$ cat src/rtl/alu_ctrl_if.sv
// Bundle between alu_ctrl and its surroundings: instruction stream, ALU drive/return, store stream.
// slave is the controller side; master is fetch, ALU and the store consumer.
interface alu_ctrl_if #(
  parameter int SIZE = 8
);
  localparam int INSTR_W = SIZE + 9;

  logic               instr_valid;
  logic               instr_ready;
  logic [INSTR_W-1:0] instr;
  logic               alu_ce;
  logic [2:0]         alu_op;
  logic [SIZE-1:0]    alu_left;
  logic [SIZE-1:0]    alu_right;
  logic               alu_cin;
  logic [SIZE-1:0]    alu_res;
  logic               alu_cout;
  logic               out_valid;
  logic               out_ready;
  logic [SIZE-1:0]    out_data;
  logic               carry_flag;

  modport master (
    output instr_valid, instr, alu_res, alu_cout, out_ready,
    input  instr_ready, alu_ce, alu_op, alu_left, alu_right, alu_cin,
           out_valid, out_data, carry_flag
  );

  modport slave (
    input  instr_valid, instr, alu_res, alu_cout, out_ready,
    output instr_ready, alu_ce, alu_op, alu_left, alu_right, alu_cin,
           out_valid, out_data, carry_flag
  );
endinterface

$ cat src/rtl/alu_ctrl.sv
// Issue-side controller for the 8-bit ALU: accepts one instruction, drives the ALU for one
// cycle, writes the result back to a 4-entry register file, and streams ST results out.
module alu_ctrl #(
  parameter int SIZE = 8
) (
  input logic       CLK,
  input logic       RST,
  alu_ctrl_if.slave bus
);
  localparam logic [2:0] OP_ADD = 3'd0;
  localparam logic [2:0] OP_SUB = 3'd1;
  localparam logic [2:0] OP_ST  = 3'd7;

  typedef enum logic [1:0] {IDLE = 2'd0, EXEC = 2'd1, OUT = 2'd2} state_t;

  state_t          state;
  state_t          state_nxt;
  logic            accept;

  logic [2:0]      op;
  logic [1:0]      rd;
  logic [1:0]      rs;
  logic            imm_sel;
  logic            cin_en;
  logic [SIZE-1:0] imm;

  logic [SIZE-1:0] regs [4];
  logic            carry_q;
  logic [SIZE-1:0] out_q;

  logic            ce_p1;
  logic [2:0]      op_p1;
  logic [SIZE-1:0] left_p1;
  logic [SIZE-1:0] right_p1;
  logic            cin_p1;
  logic [1:0]      rd_p1;

  assign op      = bus.instr[SIZE+8:SIZE+6];
  assign rd      = bus.instr[SIZE+5:SIZE+4];
  assign rs      = bus.instr[SIZE+3:SIZE+2];
  assign imm_sel = bus.instr[SIZE+1];
  assign cin_en  = bus.instr[SIZE];
  assign imm     = bus.instr[SIZE-1:0];

  function automatic logic is_arith(input logic [2:0] code);
    return (code == OP_ADD) || (code == OP_SUB);
  endfunction

  always_ff @(posedge CLK) begin
    if (RST) state <= IDLE;
    else     state <= state_nxt;
  end

  // The two handshake outputs decode the state directly so reset silences them in the same cycle.
  always_comb begin
    state_nxt       = state;
    accept          = 1'b0;
    bus.instr_ready = 1'b0;
    bus.out_valid   = 1'b0;
    case (state)
      IDLE: begin
        bus.instr_ready = !RST;
        accept          = !RST && bus.instr_valid;
        if (accept) state_nxt = EXEC;
      end
      EXEC: state_nxt = (op_p1 == OP_ST) ? OUT : IDLE;
      OUT: begin
        bus.out_valid = !RST;
        if (bus.out_ready) state_nxt = IDLE;
      end
      default: state_nxt = IDLE;
    endcase
  end

  // p1: ALU drive registers, loaded at acceptance so they are live exactly during EXEC
  always_ff @(posedge CLK) begin
    if (RST) begin
      ce_p1    <= 1'b0;
      op_p1    <= '0;
      left_p1  <= '0;
      right_p1 <= '0;
      cin_p1   <= 1'b0;
      carry_q  <= 1'b0;
      out_q    <= '0;
      for (int i = 0; i < 4; i++) regs[i] <= '0;
    end else begin
      ce_p1    <= accept;
      op_p1    <= '0;
      left_p1  <= '0;
      right_p1 <= '0;
      cin_p1   <= 1'b0;
      if (accept) begin
        op_p1    <= op;
        left_p1  <= regs[rd];
        right_p1 <= imm_sel ? imm : regs[rs];
        cin_p1   <= (is_arith(op) && cin_en) ? carry_q : 1'b0;
        rd_p1    <= rd;
      end
      // Writeback: the ALU result is combinational from the p1 registers during EXEC.
      if (state == EXEC) begin
        if (op_p1 == OP_ST) out_q        <= bus.alu_res;
        else                regs[rd_p1]  <= bus.alu_res;
        if (is_arith(op_p1)) carry_q <= bus.alu_cout;
      end
    end
  end

  assign bus.alu_ce     = ce_p1 && !RST;
  assign bus.alu_op     = op_p1;
  assign bus.alu_left   = left_p1;
  assign bus.alu_right  = right_p1;
  assign bus.alu_cin    = cin_p1;
  assign bus.out_data   = out_q;
  assign bus.carry_flag = carry_q;
endmodule

$ cat src/flat_wrapper.sv
// flat-port wrapper written by rule: the top's interface ports become plain ports
module alu_ctrl_flat 
#(
  parameter int SIZE = 8
)
  (CLK, RST, bus_instr_valid, bus_instr, bus_alu_res, bus_alu_cout, bus_out_ready, bus_instr_ready, bus_alu_ce, bus_alu_op, bus_alu_left, bus_alu_right, bus_alu_cin, bus_out_valid, bus_out_data, bus_carry_flag);
  alu_ctrl_if #(.SIZE(SIZE)) bus_i ();
  input logic CLK;
  input logic RST;
  input wire logic [$bits(bus_i.instr_valid)-1:0] bus_instr_valid;
  input wire logic [$bits(bus_i.instr)-1:0] bus_instr;
  input wire logic [$bits(bus_i.alu_res)-1:0] bus_alu_res;
  input wire logic [$bits(bus_i.alu_cout)-1:0] bus_alu_cout;
  input wire logic [$bits(bus_i.out_ready)-1:0] bus_out_ready;
  output wire logic [$bits(bus_i.instr_ready)-1:0] bus_instr_ready;
  output wire logic [$bits(bus_i.alu_ce)-1:0] bus_alu_ce;
  output wire logic [$bits(bus_i.alu_op)-1:0] bus_alu_op;
  output wire logic [$bits(bus_i.alu_left)-1:0] bus_alu_left;
  output wire logic [$bits(bus_i.alu_right)-1:0] bus_alu_right;
  output wire logic [$bits(bus_i.alu_cin)-1:0] bus_alu_cin;
  output wire logic [$bits(bus_i.out_valid)-1:0] bus_out_valid;
  output wire logic [$bits(bus_i.out_data)-1:0] bus_out_data;
  output wire logic [$bits(bus_i.carry_flag)-1:0] bus_carry_flag;
  assign bus_i.instr_valid = bus_instr_valid;
  assign bus_i.instr = bus_instr;
  assign bus_i.alu_res = bus_alu_res;
  assign bus_i.alu_cout = bus_alu_cout;
  assign bus_i.out_ready = bus_out_ready;
  assign bus_instr_ready = bus_i.instr_ready;
  assign bus_alu_ce = bus_i.alu_ce;
  assign bus_alu_op = bus_i.alu_op;
  assign bus_alu_left = bus_i.alu_left;
  assign bus_alu_right = bus_i.alu_right;
  assign bus_alu_cin = bus_i.alu_cin;
  assign bus_out_valid = bus_i.out_valid;
  assign bus_out_data = bus_i.out_data;
  assign bus_carry_flag = bus_i.carry_flag;
  alu_ctrl #(.SIZE(SIZE)) u_core (.CLK(CLK), .RST(RST), .bus(bus_i));
endmodule
$ cat config.mk
export PLATFORM = sky130hd
export DESIGN_NAME = alu_ctrl_flat
export DESIGN_NICKNAME = d
export VERILOG_FILES = /design/src/rtl/alu_ctrl_if.sv /design/src/rtl/alu_ctrl.sv /design/src/flat_wrapper.sv
export SDC_FILE = /design/constraint.sdc
export NUM_CORES = 1
export LEC_CHECK = 0
export CAP_MARGIN = 20
export CORE_UTILIZATION = 31
export CTS_CLUSTER_SIZE = 30
export DETAILED_ROUTE_END_ITERATION = 6
export PLACE_DENSITY = 0.64
export SYNTH_ARGS = -nofsm -noshare
export SYNTH_HDL_FRONTEND = slang
export SYNTH_SLANG_ARGS = --single-unit
export TNS_END_PERCENT = 5
$ cat constraint.sdc
create_clock -name CLK -period 1.8 [get_ports CLK]
set_input_delay 0.36 -clock CLK [delete_from_list [all_inputs] [get_ports CLK]]
set_output_delay 0.36 -clock CLK [all_outputs]
set_load 0.005 [all_outputs]
==> qor.txt, run 1 <==
CTS Buffer Depth = 2
Skew-Pair Late Insertion Delay = 0.34 ns
Max stage delay cell, worst path = clkdlybuf4s50_1
Leading area contributor after synthesis = edfxtp_1
Worst Tran Pin Value = 0.324 ns
Core area = 0.00885 mm^2
Via density = 4.75
Clock Power Share = 34.0%
Worst EP required = 1.44 ns
Type of origin of the critical path = input pin
Detail Placement HPWL = 4340 um
Final non-filler cell total = 409
DR WL/cell = 14.4 um
CTS Buf Count = 9
Crit share post-route = 90.2%
Combinational share of power = 11.2%
Die Ht = 98.2 um
Port Buffer Count = 61
R2R Setup Slk = 0.30 ns
Leakage Power = 1.54 nW
Max Clk Rate = 616 MHz
WP buf/inv = 2
P&R area growth vs syn = 36.1%
Htree depth = 3
Fin util = 44.1%
Remaining DRCs = 4
Root Driver = clkbuf_8
Outcome = finished, violations left
CTS tree = built
Switch Pwr = 715 uW
Clock Skew = 0.00941 ns
Layout filler cell count = 833
Max rail drop VDD = 0.446 mV
DP Cell Count = 393
Vias in the first global route = 1941
Hold Path Stages = 2
Commonest non-fill, non-tap cell in the layout = clkdlybuf4s50_1
Worst r2r path cells = 3
CTS sink cnt = 66
Crit Path Class = in -> out
Ports = 62
Hold Vio Cnt, Final = 0
Final setup fails = 0
Post-synthesis sequential area ratio = 57.9%
Ant diodes = 0
Delay-heaviest family, CP = buffers and inverters
CP endpoint kind = output port
Switching share of power = 23.6%
Syn nets = 251
# hold bufs at CTS = 0
First-pass GRT wire length = 10100 um
Pre-Repair DR Iteration Count = 7
Top post-synthesis cells by area = edfxtp_1, dfxtp_1, mux4_2
Synthesized cell area = 0.00287 mm^2
Final nets = 326
Pwr Density = 778 mW/mm^2
Die Footprint = 0.00964 mm^2
Dpl ws = -0.143 ns
Final Max Slew Viols = 0
Worst min path class = in -> reg
Largest net degree at the start of global routing = 33
Unrepaired setup endpoints after global routing = false
Worst-path clk slew = 0.07 ns
Setup ws final = 0.176 ns
Hold WS = 0.421 ns
Total gr overflow = 0
Worst-path fanout max = 5
Slew Limit Headroom = 78.1%
Layout cells sized above 1 = 17.6%
Die W = 98.2 um
Most frequent cells in the layout = clkdlybuf4s50_1, edfxtp_1, dfxtp_1
RR Startpoint = u_core.state[1]$_SDFFE_PP0P_
Post-CTS setup buffers = 0
R2r endpoint = u_core.regs[3][0]$_DFFE_PP_
Internal Power = 2.32 mW
Initial antenna violation count = 0
DR iter-0 viols = 139
Final GP Congestion = 0.718
Post-synth top area share = 35.6%
Synth cell types = 30
Synth Instances = 221
Fin crit period = 1.62 ns
Arrival @ worst endpoint = 1.26 ns
Hold-critical path endpoint = u_core.ce_p1$_SDFF_PP0_
CP peak stage delay = 0.51 ns
Cell Rows = 34
Crit-path cells = dlygate4sd2_1 > nor2b_1 > clkdlybuf4s50_1
Yosys Warn Count = 0
Detail Route Antenna Nets = 0
Hold path start = RST
Failing checks = DRC
Vias = 1941
Max Cap Violations = 0
Average cell area after synthesis = 13.0 um^2
Routed WL = 5890 um
FF+latch count, synth = 66
Sequential Power Share = 54.8%
Initial Util = 32.4%
GRT Total Usage = 13.4%
power groups by stage:
| stage | registers, mW | clock network (mW) | logic (mW) |
|---|---|---|---|
| finish | 1.66 | 1.03 | 0.339 |
| global route | 1.67 | 1.13 | 0.369 |
| CTS | 1.67 | 1.06 | 0.345 |
| detailed placement | 1.70 | 0 | 0.343 |
| global placement | 1.70 | 0 | 0.339 |
| floorplan | 1.69 | 0 | 0.156 |
worst register-to-register path, delay by kind of cell (launching register included):
family	cells	cell delay (ns)
AOI/OAI and AO/OA	1	0.35
DFF	1	0.37
and+or+nand+nor	2	0.47
synth_stat cells, drive strengths merged:
cell	instances
nor2	4
nand2b	18
inv	8
nor3b	3
nand3	1
and3	24
o21ba	1
mux2i	17
a21o	3
o21ai	8
a31o	1
buf	9
nor4b	5
nand2	1
dfxtp	32
mux4	8
a221oi	8
and2	19
nor3	1
mux2	8
nor2b	4
clkbuf	4
edfxtp	34
logic make-up (layout without fill, tap and decap cells):
family | Yosys count | count (layout) | synth area share (%)
compound gates | 21 | 21 | 5.28
buf+inv | 21 | 101 | 3.18
flops | 66 | 66 | 57.9
mux | 33 | 33 | 15.4
simple gates | 80 | 80 | 18.2
how the worst max path moves through the flow:
stage	from	end	slack, ns	cells past startpoint
finish	RST	bus_alu_ce	0.18	3
global route	u_core.ce_p1$_SDFF_PP0_	bus_alu_ce	0.1	2
floorplan	RST	u_core.regs[0][0]$_SDFFCE_PN0P_	0.37	3
global placement	RST	bus_out_valid	-0.12	3
detailed placement	RST	u_core.bus.alu_right[2]$_SDFF_PN0_	-0.14	6
CTS	u_core.state[1]$_SDFFE_PP0P_	bus_instr_ready	0.0006	2
state kept, by name (all words and copies together) (netlist names), 2 cells and up:
signal and flops:
u_core.bus.alu_left 8, u_core.bus.alu_op 3, u_core.bus.alu_right 8, u_core.bus.out_data 8
u_core.rd_p1 2, u_core.regs 32, u_core.state 2
layout make-up:
type | count | area, um^2 | share of cell area, %
flip-flops and latches | 66 | 1670 | 42.8
multi-input cells | 134 | 1110 | 28.6
repair buffers | 77 | 793 | 20.3
well taps | 108 | 135 | 3.46
clock buffers | 9 | 124 | 3.17
clock inverters | 7 | 36.3 | 0.930
inverters | 8 | 30.0 | 0.769
metal layers:
layer / wire length (um) / share of wire [%] / GRT usage [%] / vias to the layer above
li1: - / - / - / 959
met1: 2810 / 48 / 17.7 / 904
met3: 368 / 6.3 / 5.94 / 10
met5: 0 / 0 / 0 / -
met4: 68 / 1.2 / 4.48 / 0
met2: 2640 / 45 / 19.6 / 68
metrics by stage:
stage          power, mW  instance area (um^2)  setup TNS (ns)
3_3_place_gp        2.04                  3730           -2.64
2_1_floorplan       1.85                  2870               0
5_1_grt             3.17                  3900               0
6_report            3.04                  3900               0
3_5_place_dp        2.04                  3730           -4.45
4_1_cts             3.07                  3900               0
what timing repair did:
action,4_1_cts,5_1_grt
endpoints found under the setup margin,3,1
pin swaps,0,0
gates resized for setup,5,2
(Power assumes the default switching activity.)
==> run 2: changes to the inputs <==
Clock period 1.8 ns to 1.7 ns, I/O delays scaled along.
==> run 2 against run 1 <==
Net effect: the run still ends with DRC left; register-to-register slack got worse by 0.13 ns; critical path depth fell by 1; clock power rose by 9%; sequential power rose by 6%; largest power group unchanged.
==> qor.txt, run 2 (synthesis results as in run 1) <==
Outcome = finished, violations left
Failing checks = DRC
DR iter-0 viols = 89
First-pass GRT wire length = 9690 um
Final GP Congestion = 0.752
WP buf/inv = 1
# hold bufs at CTS = 0
Total gr overflow = 0
Type of origin of the critical path = register
Fin crit period = 1.62 ns
Worst-path clk slew = 0.07 ns
Worst-path fanout max = 1
Htree depth = 3
Crit share post-route = 95.5%
Worst min path class = in -> reg
Root Driver = clkbuf_8
Layout cells sized above 1 = 18.9%
CTS Buf Count = 9
CTS tree = built
P&R area growth vs syn = 36.9%
Max Cap Violations = 0
Crit Path Class = reg -> out
Final nets = 326
Final setup fails = 0
Unrepaired setup endpoints after global routing = false
Slew Limit Headroom = 66.8%
CP peak stage delay = 0.51 ns
Skew-Pair Late Insertion Delay = 0.34 ns
DR WL/cell = 14.6 um
Initial antenna violation count = 0
Crit-path cells = nor2b_1 > clkdlybuf4s50_1
Pwr Total = 3.25 mW
Delay-heaviest family, CP = buffers and inverters
Most frequent cells in the layout = clkdlybuf4s50_1, edfxtp_1, dfxtp_1
Max rail drop VDD = 0.373 mV
Ports = 62
Final Max Slew Viols = 0
Clock Skew = 0.00864 ns
Ant diodes = 0
Vias in the first global route = 1934
GRT Total Usage = 13.1%
Final instance area = 0.00393 mm^2
Pre-Repair DR Iteration Count = 7
Post-CTS setup buffers = 0
Post-CTS sizing = 8
Core area = 0.00885 mm^2
Fin util = 44.4%
Via density = 4.64
Max Clk Rate = 616 MHz
Die W = 98.2 um
CTS sink cnt = 66
Die Footprint = 0.00964 mm^2
Leakage Power = 1.54 nW
Top reg by flops = u_core.regs
Remaining DRCs = 1
Hold Vio Cnt, Final = 0
Worst EP required = 1.36 ns
Vias = 1899
CTS Buffer Depth = 2
Worst Tran Pin Value = 0.497 ns
Max stage delay cell, worst path = clkdlybuf4s50_1
Initial Util = 32.4%
Pwr Density = 828 mW/mm^2
Placed instance area = 0.00375 mm^2
Routed WL = 5980 um
Cell Rows = 34
Largest net degree at the start of global routing = 33
Commonest non-fill, non-tap cell in the layout = clkdlybuf4s50_1
Max reg flops = 32
Detail Route Antenna Nets = 0
Port Buffer Count = 61
Arrival @ worst endpoint = 1.28 ns
Detail Placement HPWL = 4440 um
Die Ht = 98.2 um
CP endpoint kind = output port
run 2: changes by cell type in the layout (fill, tap and decap cells not counted):
| cell | change |
|---|---|
| clkinv_1 | -3 |
| buf_12 | +1 |
| dlymetal6s2s_1 | -1 |
| clkinv_2 | +1 |
| clkinv_4 | +1 |
| buf_4 | -1 |
| nor3b_2 | +1 |
| dlygate4sd2_1 | +1 |
| clkinvlp_4 | +1 |
| nor3b_1 | -1 |
run 2: where the power goes:
group	internal [mW]	total, mW	leakage, nW	switching (mW)
Combinational	0.220	0.364	0.846	0.144
Clock	0.522	1.12	0.0810	0.603
Sequential	1.73	1.76	0.616	0.0322
Total	2.47	3.25	1.54	0.778
run 2: area by class of cell:
cell class,instances,area [um^2]
fillers,850,4920
flip-flops and latches,66,1670
multi-input cells,134,1120
repair buffers,77,802
well taps,108,135
clock buffers,9,124
clock inverters,7,46.3
inverters,8,30.0
run 2: stage by stage:
stage	TNS (ns)	worst slack (ns)	hold WS [ns]	instances
after global routing	0	0.0118	0.427	409
after detailed placement	-5.14	-0.229	0.461	393
after global placement	-3.77	-0.181	0.462	393
after floorplan	0	0.286	0.416	221
after CTS	0	0.0520	0.394	409
final	0	0.0764	0.411	409
run 2: worst paths after layout:
kind | from | endpoint | slack [ns] | cells after the start
min reg2reg | u_core.bus.carry_flag$_SDFFE_PP0P_ | u_core.bus.alu_cin$_SDFF_PP0_ | 0.47 | 2
max reg2reg | u_core.state[1]$_SDFFE_PP0P_ | u_core.regs[3][7]$_DFFE_PP_ | 0.17 | 3
min | RST | u_core.ce_p1$_SDFF_PP0_ | 0.41 | 2
max | u_core.ce_p1$_SDFF_PP0_ | bus_alu_ce | 0.08 | 2
run 2: metal layers:
metal / wire, um / part of all wire [%] / vias to the layer above / global-route usage (%)
met3: 355 / 5.9 / 10 / 4.37
met4: 82 / 1.4 / 0 / 4.82
met2: 2730 / 46 / 59 / 21.0
li1: - / - / 961 / -
met1: 2810 / 47 / 869 / 16.4
met5: 0 / 0 / - / 0
==> run 3: changes to the inputs <==
Settings changed: MAX_ROUTING_LAYER set to met4.
==> run 3 against run 2 <==
Net effect: the run still ends with DRC left; via count decreased by 0.21%; clock skew is essentially flat; die area is the same; flip-flop and latch count stayed put; combinational power about the same; sequential share of layout area stayed put; critical path type unchanged; global-route usage grew 0.41 points; sequential power is essentially flat; fmax barely moved; largest power group unchanged; worst hold slack better by 0.0011 ns; clock power about the same; register-to-register slack barely moved.
==> qor.txt, run 3 (synthesis results as in run 1) <==
Pre-Repair DR Iteration Count = 7
Ant diodes = 0
Initial Util = 32.4%
R2r endpoint = u_core.regs[3][7]$_DFFE_PP_
Hold path start = RST
R2R Setup Slk = 0.18 ns
Leakage Power = 1.54 nW
Fin crit period = 1.62 ns
Largest net degree at the start of global routing = 33
Final Max Slew Viols = 0
# hold bufs at CTS = 0
Skew-Pair Late Insertion Delay = 0.34 ns
Worst min path class = in -> reg
First-pass GRT wire length = 9700 um
Via density = 4.63
CTS tree = built
Crit Path Class = reg -> out
Ports = 62
Hold Vio Cnt, Final = 0
Delay-heaviest family, CP = buffers and inverters
Failing checks = DRC
Dpl ws = -0.229 ns
Worst Tran Pin Value = 0.497 ns
Setup ws final = 0.0759 ns
Detail Placement HPWL = 4440 um
Vias in the first global route = 1932
P&R area growth vs syn = 36.9%
Total gr overflow = 0
Routed WL = 5960 um
Die W = 98.2 um
CP peak stage delay = 0.51 ns
Layout cells sized above 1 = 18.9%
Final GP Congestion = 0.762
Hold-critical path endpoint = u_core.ce_p1$_SDFF_PP0_
Worst r2r path cells = 3
Worst-path clk slew = 0.07 ns
Max rail drop VDD = 0.373 mV
CTS sink cnt = 66
RR Startpoint = u_core.state[1]$_SDFFE_PP0P_
DR WL/cell = 14.6 um
Top reg by flops = u_core.regs
Die Footprint = 0.00964 mm^2
WP buf/inv = 1
Clock Skew = 0.00842 ns
GRT Total Usage = 13.5%
Max Clk Rate = 616 MHz
Port Buffer Count = 61
Max Cap Violations = 0
Commonest non-fill, non-tap cell in the layout = clkdlybuf4s50_1
Crit share post-route = 95.5%
Max reg flops = 32
Cell Rows = 34
Outcome = finished, violations left
Initial antenna violation count = 0
Slew Limit Headroom = 66.8%
Most frequent cells in the layout = clkdlybuf4s50_1, edfxtp_1, dfxtp_1
Hold Path Stages = 2
Core area = 0.00885 mm^2
Layout filler cell count = 850
Type of origin of the critical path = register
Htree depth = 3
Crit-path cells = nor2b_1 > clkdlybuf4s50_1
Vias = 1895
DR iter-0 viols = 81
Worst-path fanout max = 1
Arrival @ worst endpoint = 1.28 ns
CTS Buffer Depth = 2
Pwr Total = 3.25 mW
CTS Buf Count = 9
Final setup fails = 0
CP endpoint kind = output port
Root Driver = clkbuf_8
Unrepaired setup endpoints after global routing = false
Worst EP required = 1.36 ns
Max stage delay cell, worst path = clkdlybuf4s50_1
Detail Route Antenna Nets = 0
Final nets = 326
Die Ht = 98.2 um
Pwr Density = 828 mW/mm^2
Remaining DRCs = 1
## run 3: cell counts in the layout (fill, tap and decap cells not counted)
Identical to the previous run, type by type.
## run 3: worst max-delay path by stage
stage | start | to | slack [ns] | depth (start not counted)
after floorplan | RST | u_core.regs[0][0]$_SDFFCE_PN0P_ | 0.29 | 3
after global placement | RST | u_core.bus.alu_right[7]$_SDFF_PN0_ | -0.18 | 6
after detailed placement | RST | u_core.bus.alu_right[6]$_SDFF_PN0_ | -0.23 | 6
after CTS | u_core.ce_p1$_SDFF_PP0_ | bus_alu_ce | 0.05 | 2
after global routing | u_core.ce_p1$_SDFF_PP0_ | bus_alu_ce | 0.01 | 2
final | u_core.ce_p1$_SDFF_PP0_ | bus_alu_ce | 0.08 | 2
## run 3: metal layers
layer  track usage [%]  part of all wire (%)  wire length, um
met3              3.94                   4.5              270
met4              4.82                   1.4               82
met1              16.7                    48             2860
met2              21.0                    46             2750
met5                 -                     0                0
## run 3: worst reg2reg max path, cell delays in order (launching register included)
cell and delay, ns:
dfxtp_4 0.37, nand2b_2 0.22, nor2b_1 0.26, a31o_2 0.35
## run 3: area by class of cell
class                           instances  area [um^2]  area share, %
Sequential cell                        66         1670           42.5
Timing Repair Buffer                   77          802           20.4
Clock buffer                            9          124           3.15
Multi-Input combinational cell        134         1120           28.5
Inverter                                8         30.0          0.765
Clock inverter                          7         46.3           1.18
Tap cell                              108          135           3.44
## run 3: what timing repair did
action / in CTS / in global routing
endpoints found under the setup margin: 3 / 0
gates resized for setup: 8 / 0
setup buffers: 0 / 0
## run 3: report_power, final
| group | leakage, nW | internal (mW) | switching (mW) |
|---|---|---|---|
| Sequential | 0.616 | 1.73 | 0.0322 |
| Combinational | 0.846 | 0.220 | 0.144 |
| Clock | 0.0810 | 0.522 | 0.603 |
| Total | 1.54 | 2.47 | 0.779 |
## run 3: stage by stage
stage          area (um^2)  hold WS (ns)  util (%)  setup TNS (ns)  instances
2_1_floorplan         2870         0.416         -               0        221
3_3_place_gp          3750         0.462      42.4           -3.77        393
3_5_place_dp          3750         0.461      42.4           -5.14        393
4_1_cts               3930         0.394      44.4               0        409
5_1_grt               3930         0.427      44.4               0        409
6_report              3930         0.412      44.4               0        409
